==> config.mk <==
export PLATFORM = sky130hd
export DESIGN_NAME = mox_decode_queue_flat
export DESIGN_NICKNAME = d
export VERILOG_FILES = /design/src/rtl/mox_decode_queue_if.sv /design/src/rtl/mox_decode_queue.sv /design/src/flat_wrapper.sv
export SDC_FILE = /design/constraint.sdc
export NUM_CORES = 1
export LEC_CHECK = 0
export ABC_AREA = 1
export CAP_MARGIN = 20
export CORE_ASPECT_RATIO = 0.75
export CORE_MARGIN = 2
export CORE_UTILIZATION = 45
export CTS_CLUSTER_DIAMETER = 50
export DETAILED_ROUTE_END_ITERATION = 8
export REMOVE_ABC_BUFFERS = 1
export SETUP_SLACK_MARGIN = 0.2
export SYNTH_ARGS = -nofsm -noshare
export SYNTH_HDL_FRONTEND = slang
export SYNTH_SLANG_ARGS = --single-unit
==> constraint.sdc <==
create_clock -name clk_i -period 23.1 [get_ports clk_i]
set_input_delay 2.31 -clock clk_i [delete_from_list [all_inputs] [get_ports clk_i]]
set_output_delay 2.31 -clock clk_i [all_outputs]
set_load 0.005 [all_outputs]
==> src/rtl/mox_decode_queue_if.sv <==
// Handshake and decoded-record bus for mox_decode_queue.
// The producer/consumer side uses the master modport; the queue uses slave.
interface mox_decode_queue_if #(
    parameter int DEPTH = 4,
    parameter int AW    = 32
);
    localparam int CW = $clog2(DEPTH) + 1;

    logic          flush_i;
    logic          in_valid_i;
    logic          in_ready_o;
    logic [15:0]   opcode_i;
    logic [AW-1:0] operand_i;
    logic [AW-1:0] pc_i;
    logic          out_valid_o;
    logic          out_ready_i;
    logic [1:0]    form_o;
    logic [7:0]    op_o;
    logic [3:0]    riA_o;
    logic [3:0]    riB_o;
    logic [AW-1:0] imm_o;
    logic [AW-1:0] target_o;
    logic          long_o;
    logic          bad_o;
    logic [AW-1:0] pc_o;
    logic [CW-1:0] count_o;

    modport master (
        output flush_i, in_valid_i, opcode_i, operand_i, pc_i, out_ready_i,
        input  in_ready_o, out_valid_o, form_o, op_o, riA_o, riB_o, imm_o,
               target_o, long_o, bad_o, pc_o, count_o
    );

    modport slave (
        input  flush_i, in_valid_i, opcode_i, operand_i, pc_i, out_ready_i,
        output in_ready_o, out_valid_o, form_o, op_o, riA_o, riB_o, imm_o,
               target_o, long_o, bad_o, pc_o, count_o
    );
endinterface

==> src/rtl/mox_decode_queue.sv <==
// Instruction decode queue: decodes each fetch beat on entry and buffers the
// decoded record in a DEPTH-entry FIFO. Head fields come straight from storage.
module mox_decode_queue #(
    parameter int DEPTH = 4,
    parameter int AW    = 32
) (
    input logic               clk_i,
    input logic               rst_i,
    mox_decode_queue_if.slave bus
);
    localparam int PW = $clog2(DEPTH);
    localparam int CW = PW + 1;

    typedef struct packed {
        logic [1:0]    form;
        logic [7:0]    op;
        logic [3:0]    ria;
        logic [3:0]    rib;
        logic [AW-1:0] imm;
        logic [AW-1:0] target;
        logic          lng;
        logic          bad;
        logic [AW-1:0] pc;
    } rec_t;

    rec_t          dec_rec;
    rec_t          mem_q [DEPTH];
    rec_t          head;
    logic [PW-1:0] wr_ptr_q, wr_ptr_d;
    logic [PW-1:0] rd_ptr_q, rd_ptr_d;
    logic [CW-1:0] count_q, count_d;
    logic          in_ready, out_valid;
    logic          push, pop;
    logic [7:0]    f1_op;
    logic [3:0]    f3_cond;

    assign f1_op   = bus.opcode_i[15:8];
    assign f3_cond = bus.opcode_i[13:10];

    // Combinational decode of the incoming beat into a queue record
    always_comb begin
        dec_rec    = '0;
        dec_rec.pc = bus.pc_i;
        if (!bus.opcode_i[15]) begin
            dec_rec.form = 2'd0;
            dec_rec.op   = f1_op;
            dec_rec.ria  = bus.opcode_i[7:4];
            dec_rec.rib  = bus.opcode_i[3:0];
            dec_rec.lng  = f1_op inside {8'h01, 8'h03, 8'h08, 8'h09, 8'h0C, 8'h0D,
                                         8'h1A, 8'h1B, 8'h1D, 8'h1F, 8'h20, 8'h22,
                                         8'h24, 8'h36, 8'h37, 8'h38, 8'h39};
            dec_rec.bad  = (f1_op == 8'h00) ||
                           (f1_op >= 8'h14 && f1_op <= 8'h18) ||
                           (f1_op >= 8'h3A);
            dec_rec.imm  = dec_rec.lng ? bus.operand_i : '0;
        end else if (!bus.opcode_i[14]) begin
            dec_rec.form = 2'd2;
            dec_rec.op   = {6'b0, bus.opcode_i[13:12]};
            dec_rec.ria  = bus.opcode_i[11:8];
            dec_rec.imm  = {{(AW-8){1'b0}}, bus.opcode_i[7:0]};
        end else begin
            dec_rec.form   = 2'd3;
            dec_rec.op     = {4'b0, f3_cond};
            dec_rec.bad    = (f3_cond >= 4'd10);
            // Halfword displacement, sign-extended, relative to the next opcode
            dec_rec.target = bus.pc_i + AW'(2) +
                             {{(AW-11){bus.opcode_i[9]}}, bus.opcode_i[9:0], 1'b0};
        end
    end

    assign in_ready  = (count_q < CW'(DEPTH));
    assign out_valid = (count_q != '0);
    assign push      = bus.in_valid_i && in_ready && !bus.flush_i;
    assign pop       = out_valid && bus.out_ready_i && !bus.flush_i;

    // Pointer and occupancy next state; flush clears everything, pointers wrap mod DEPTH
    always_comb begin
        wr_ptr_d = wr_ptr_q;
        rd_ptr_d = rd_ptr_q;
        count_d  = count_q;
        if (bus.flush_i) begin
            wr_ptr_d = '0;
            rd_ptr_d = '0;
            count_d  = '0;
        end else begin
            if (push) wr_ptr_d = wr_ptr_q + PW'(1);
            if (pop)  rd_ptr_d = rd_ptr_q + PW'(1);
            if (push && !pop)      count_d = count_q + CW'(1);
            else if (pop && !push) count_d = count_q - CW'(1);
        end
    end

    // Control state registers
    always_ff @(posedge clk_i) begin
        if (!rst_i) begin
            wr_ptr_q <= '0;
            rd_ptr_q <= '0;
            count_q  <= '0;
        end else begin
            wr_ptr_q <= wr_ptr_d;
            rd_ptr_q <= rd_ptr_d;
            count_q  <= count_d;
        end
    end

    // Record storage; cleared on reset so head outputs are never unknown
    always_ff @(posedge clk_i) begin
        if (!rst_i) begin
            for (int i = 0; i < DEPTH; i++) mem_q[i] <= '0;
        end else if (push) begin
            mem_q[wr_ptr_q] <= dec_rec;
        end
    end

    assign head            = mem_q[rd_ptr_q];
    assign bus.in_ready_o  = in_ready;
    assign bus.out_valid_o = out_valid;
    assign bus.count_o     = count_q;
    assign bus.form_o      = head.form;
    assign bus.op_o        = head.op;
    assign bus.riA_o       = head.ria;
    assign bus.riB_o       = head.rib;
    assign bus.imm_o       = head.imm;
    assign bus.target_o    = head.target;
    assign bus.long_o      = head.lng;
    assign bus.bad_o       = head.bad;
    assign bus.pc_o        = head.pc;
endmodule

==> src/flat_wrapper.sv <==
// flat-port wrapper written by rule: the top's interface ports become plain ports
module mox_decode_queue_flat 
#(
    parameter int DEPTH = 4,
    parameter int AW    = 32
)
  (clk_i, rst_i, bus_flush_i, bus_in_valid_i, bus_opcode_i, bus_operand_i, bus_pc_i, bus_out_ready_i, bus_in_ready_o, bus_out_valid_o, bus_form_o, bus_op_o, bus_riA_o, bus_riB_o, bus_imm_o, bus_target_o, bus_long_o, bus_bad_o, bus_pc_o, bus_count_o);
  mox_decode_queue_if #(.DEPTH(DEPTH), .AW(AW)) bus_i ();
  input logic clk_i;
  input logic rst_i;
  input wire logic [$bits(bus_i.flush_i)-1:0] bus_flush_i;
  input wire logic [$bits(bus_i.in_valid_i)-1:0] bus_in_valid_i;
  input wire logic [$bits(bus_i.opcode_i)-1:0] bus_opcode_i;
  input wire logic [$bits(bus_i.operand_i)-1:0] bus_operand_i;
  input wire logic [$bits(bus_i.pc_i)-1:0] bus_pc_i;
  input wire logic [$bits(bus_i.out_ready_i)-1:0] bus_out_ready_i;
  output wire logic [$bits(bus_i.in_ready_o)-1:0] bus_in_ready_o;
  output wire logic [$bits(bus_i.out_valid_o)-1:0] bus_out_valid_o;
  output wire logic [$bits(bus_i.form_o)-1:0] bus_form_o;
  output wire logic [$bits(bus_i.op_o)-1:0] bus_op_o;
  output wire logic [$bits(bus_i.riA_o)-1:0] bus_riA_o;
  output wire logic [$bits(bus_i.riB_o)-1:0] bus_riB_o;
  output wire logic [$bits(bus_i.imm_o)-1:0] bus_imm_o;
  output wire logic [$bits(bus_i.target_o)-1:0] bus_target_o;
  output wire logic [$bits(bus_i.long_o)-1:0] bus_long_o;
  output wire logic [$bits(bus_i.bad_o)-1:0] bus_bad_o;
  output wire logic [$bits(bus_i.pc_o)-1:0] bus_pc_o;
  output wire logic [$bits(bus_i.count_o)-1:0] bus_count_o;
  assign bus_i.flush_i = bus_flush_i;
  assign bus_i.in_valid_i = bus_in_valid_i;
  assign bus_i.opcode_i = bus_opcode_i;
  assign bus_i.operand_i = bus_operand_i;
  assign bus_i.pc_i = bus_pc_i;
  assign bus_i.out_ready_i = bus_out_ready_i;
  assign bus_in_ready_o = bus_i.in_ready_o;
  assign bus_out_valid_o = bus_i.out_valid_o;
  assign bus_form_o = bus_i.form_o;
  assign bus_op_o = bus_i.op_o;
  assign bus_riA_o = bus_i.riA_o;
  assign bus_riB_o = bus_i.riB_o;
  assign bus_imm_o = bus_i.imm_o;
  assign bus_target_o = bus_i.target_o;
  assign bus_long_o = bus_i.long_o;
  assign bus_bad_o = bus_i.bad_o;
  assign bus_pc_o = bus_i.pc_o;
  assign bus_count_o = bus_i.count_o;
  mox_decode_queue #(.DEPTH(DEPTH), .AW(AW)) u_core (.clk_i(clk_i), .rst_i(rst_i), .bus(bus_i));
endmodule
Yosys cells after proc, flatten, opt, wreduce, memory -nomap -nowiden
Memory sizes are Yosys's and may differ from the RTL's. A register that Yosys moved wholly into a read port is not among the register bits.
Index checks and enable logic that the tools add are counted.
W data, S select, Z words.
{"block": "op_classes", "bitwise": 1, "muxes": 23, "reduce_logical": 18, "n_addsub": 6, "n_div": 0, "n_eq_ne": 17, "magnitude_cmp": 5, "multipliers": 0, "shifts": 0}
{"operator": "$mux W32", "count": 4}
{"operator": "$mux W116", "count": 1}
{"operator": "$reduce_or A116 Y1", "count": 1}
{"operator": "$eq A8 B6 Y1 const B", "count": 7}
{"operator": "$add A32 B2 Y32 const B", "count": 1}
{"operator": "$add A32 B32 Y32", "count": 1}
{"operator": "$eq A8 B4 Y1 const B", "count": 4}
{"operator": "$eq A8 B5 Y1 const B", "count": 4}
{"operator": "$reduce_bool A17 Y1", "count": 1}
{"operator": "$mux W14", "count": 1}
{"operator": "$mux W9", "count": 1}
{"operator": "$eq A8 B1 Y1 const B", "count": 1}
{"operator": "$eq A8 B2 Y1 const B", "count": 1}
{"operator": "$ge A8 B5 Y1 const B", "count": 1}
{"operator": "$ge A8 B6 Y1 const B", "count": 1}
{"operator": "$le A8 B5 Y1 const B", "count": 1}
{"operator": "$logic_not A8 Y1", "count": 1}
{"operator": "$mux W1", "count": 8}
{"operator": "$mux W4", "count": 2}
{"operator": "$mux W8", "count": 1}
{"operator": "$logic_and A1 B1 Y1", "count": 7}
{"operator": "$mux W2", "count": 3}
{"operator": "$mux W3", "count": 2}
{"operator": "$add A2 B1 Y2 const B", "count": 2}
{"operator": "10 further kinds", "count": 13}
{"block": "word_totals", "mem_bits_rw": 464, "rom_bits": 0, "wordCells": 74, "mem_count": 1, "ff_bits": 7, "input_bits": 85, "latchBits": 0}
{"memory": "u_core.mem_q", "words": 4, "word_bits": 116, "rd": 1, "rd_clocked_by_memory_dff": 1, "write_ports": 4, "line_no": "mox_decode_queue.sv:27", "source": "rec_t mem_q [DEPTH];"}

Logic depth before layout (Yosys ltp)
{"block": "logic_depth", "ltp_word": 8, "depth_mapped": 16}

Worst setup path after synthesis
OpenSTA, ideal clock, no wires.
{"block": "synth_timing", "kind": "input -> register", "startpoint": "input port bus_flush_i", "endpoint": "memory u_core.mem_q[3][0] (netlist bit), enable pin", "setup_ns": 0.748, "cell_stages": 5, "required_time_ns": 22.352, "path_slack_ns": 11.666, "arrival_time_ns": 10.686, "path_cell_list": "inv_2 -> nand3_4 -> nor2_1 -> inv_1 -> o21ai_0"}
{"item": "start: declaration", "line_no": "flat_wrapper.sv:11", "source": "input wire logic [$bits(bus_i.flush_i)-1:0] bus_flush_i;"}
{"item": "end: declaration", "line_no": "mox_decode_queue.sv:27"}

==> reports/qor.txt <==
Status = completed
Die area = 52300 um^2
Die X = 263 um
Period utilization = 27.8%
CTS H-tree depth = 2
HPWL after detailed placement = 38100 um
Setup repair bufs after CTS = 0
Worst slew pin tran = 1120 ps
Final WL = 63000 um
Req. time, crit path = 20790 ps
Routed vias = 17100
Min-Delay Path Class = reg2reg
Slew HR = 25.4%
WL/cell = 19.7 um
DRT Pass-1 Iters = 5
Placed cell count = 3105
Number of hold buffers added after cts = 0
R2R depth = 10
DR vias/cell = 5.34
Die H = 199 um
# nets final = 2650
P&R area growth vs syn = 18.2%
Synth warn = 0
Syn Std Cell Area = 22700 um^2
Clock transition at path regs = 60 ps
Post-DRT Antenna Nets = 0
DRC errors left = 0
Layout cell share with drive strength beyond 1 = 5.27%
Slack of the critical path = 16680 ps
Area of the core = 50000 um^2
Maximum clock rate = 156 MHz
RSZ-0062 raised after global routing = false
Clock tree root buffer cell = clkbuf_16
Setup Skew = 21.8 ps
Leak = 11.0 nW
VDD IR-drop max = 0.0476 mV
CTS Buffer Depth = 3
Setup TNS = 0 ps
Final Hold Viols = 0
Largest net degree at the start of global routing = 137
Hold path cells = 2
Fin. max-slew vios = 0
CTS Buf Count = 52
Post-Layout Cell Count = 3200
Initial antenna violation count = 0
GRT Util Overall = 23.9%
PostCTS Resize Cnt = 0
Clock sink total = 469
CTS tree = done
WS Path Type = reg2out
Seq/Total Area, Yosys = 61.6%
Synth cell types = 38
Power per cell area = 74.3 nW/um^2
Avg Synthesized Cell Area = 9.66 um^2
Routability Congestion = 0.918
EDFF count, synth = 460
# port buffers = 204
IO Pins = 206
Syn Inst Count = 2352
Critical Path Sink Type = output pin
Flops & latches, synth = 469
CP max FO = 136
Tmin final = 6420 ps
Vias in the first global route = 16608
Critical Path AT = 4110 ps
Worst-Skew Late Latency = 590 ps
# Max-Cap Violations = 0
Starting density of the core = 45.4%
Worst slack, placed = 16300 ps
Synth Flop Type = edfxtp_1
Row count = 71
DR iter-0 viols = 1472
Grt ovf = 0
Element type at the critical path start = register
Final setup viols = 0
Async SR Flop Fraction = 0%
First-pass GRT wire length = 96400 um
N_diodes = 0
final timing paths:
| check | slack [ps] | to | startpoint |
|---|---|---|---|
| worst min-delay path | 460 | register | u_core.rd_ptr_q[1]$_SDFFE_PP0P_ |
| worst min register to register | 460 | register | u_core.rd_ptr_q[1]$_SDFFE_PP0P_ |
| worst max-delay path | 16680 | bus_target_o[12] | register |
| worst max register to register | 19020 | u_core.mem_q[0][68]$_SDFFCE_PN0P_ | u_core.bus.count_o[2]$_SDFFE_PP0P_ |
placed cells by master (no fill, tap or decap), drive strengths merged:
cell             n
a21boi           1
a21o             1
a21oi           54
a22o             1
a22oi            4
buf             17
bufinv           5
clkbuf          71
clkdlybuf4s50  204
clkinv          18
clkinvlp         1
conb             1
dfxtp            9
edfxtp         460
fa               2
ha              60
inv            249
nand2          265
nand3           44
nand3b           6
nand4            2
nor2           646
nor3            42
o211ai           1
o21a             1
o21ai          241
o21bai           1
o22ai          118
or2             10
xnor2            4
xor2             4
per-layer routing:
| layer | track usage, % | vias up | part of all wire, % |
|---|---|---|---|
| li1 | - | 8241 | - |
| met1 | 34.7 | 8236 | 46 |
| met2 | 37.6 | 545 | 45 |
| met3 | 3.71 | 78 | 6.8 |
| met4 | 6.16 | 0 | 2.0 |
| met5 | 0 | - | 0 |
cells in the mapped netlist, types with 2 or more instances:
cell	instances	area share, %
nor2_1	636	11
edfxtp_1	460	61
nand2_1	264	4.4
o21ai_0	240	5.3
inv_1	235	3.9
o22ai_1	118	3.2
clkbuf_1	68	1.1
ha_1	60	3.3
a21oi_1	54	1.2
nand3_1	43	0.95
nor3_1	42	0.93
buf_2	36	0.79
inv_2	14	0.23
buf_1	10	0.17
or2_2	10	0.28
dfxtp_1	9	0.79
buf_6	7	0.35
nand3b_1	6	0.20
nor2_4	6	0.30
a22oi_1	4	0.13
xnor2_1	4	0.15
xor2_1	4	0.15
buf_4	3	0.099
nor2_2	3	0.083
fa_1	2	0.18
nand4_1	2	0.055
stage by stage:
step	cell area [um^2]	power, mW	util, %	hold slack, ps
after detailed placement	25200	1.20	50.4	453
after CTS	26800	2.01	53.7	463
final	26900	1.99	53.7	460
after floorplan	22100	1.11	-	436
after global routing	26900	2.07	53.7	504
after global placement	25200	1.20	50.4	435
area by class of cell:
class                   instances  area, um^2
clock inverters                23         264
well taps                     657         822
repair buffers                221        2170
clock buffers                  71        1390
inverters                     250         950
multi-input cells            1509        7250
flip-flops and latches        469       14000
fillers                      4576       23200
worst max-delay path, stage by stage (launching register included):
cell and delay [ps]:
dfxtp_4 550, inv_6 820, buf_4 930, o21ai_0 250
o22ai_1 270, clkdlybuf4s50_1 560
flip-flops by register name, summed over array words and instances, names as in the netlist, named ones only:
name / count
u_core.mem_q: 460
u_core.bus.count_o: 3
u_core.rd_ptr_q: 2
u_core.wr_ptr_q: 2
cell families (layout without fill, tap and decap cells):
| logic type | Yosys count | in the layout | share of synthesized area, % |
|---|---|---|---|
| simple gates | 1015 | 1015 | 17.9 |
| xor+xnor | 8 | 8 | 0.308 |
| other cells | 1 | 1 | 0.0165 |
| flops | 469 | 469 | 61.6 |
| compound gates | 423 | 423 | 10.1 |
| buf+inv | 374 | 565 | 6.67 |
| fa+ha+maj | 62 | 62 | 3.48 |
report_power, final:
group          internal, mW  switching, mW
registers             0.968        0.00939
clock network         0.479          0.332
logic                0.0767          0.129
No activity file was read; power rests on OpenSTA's default activity.
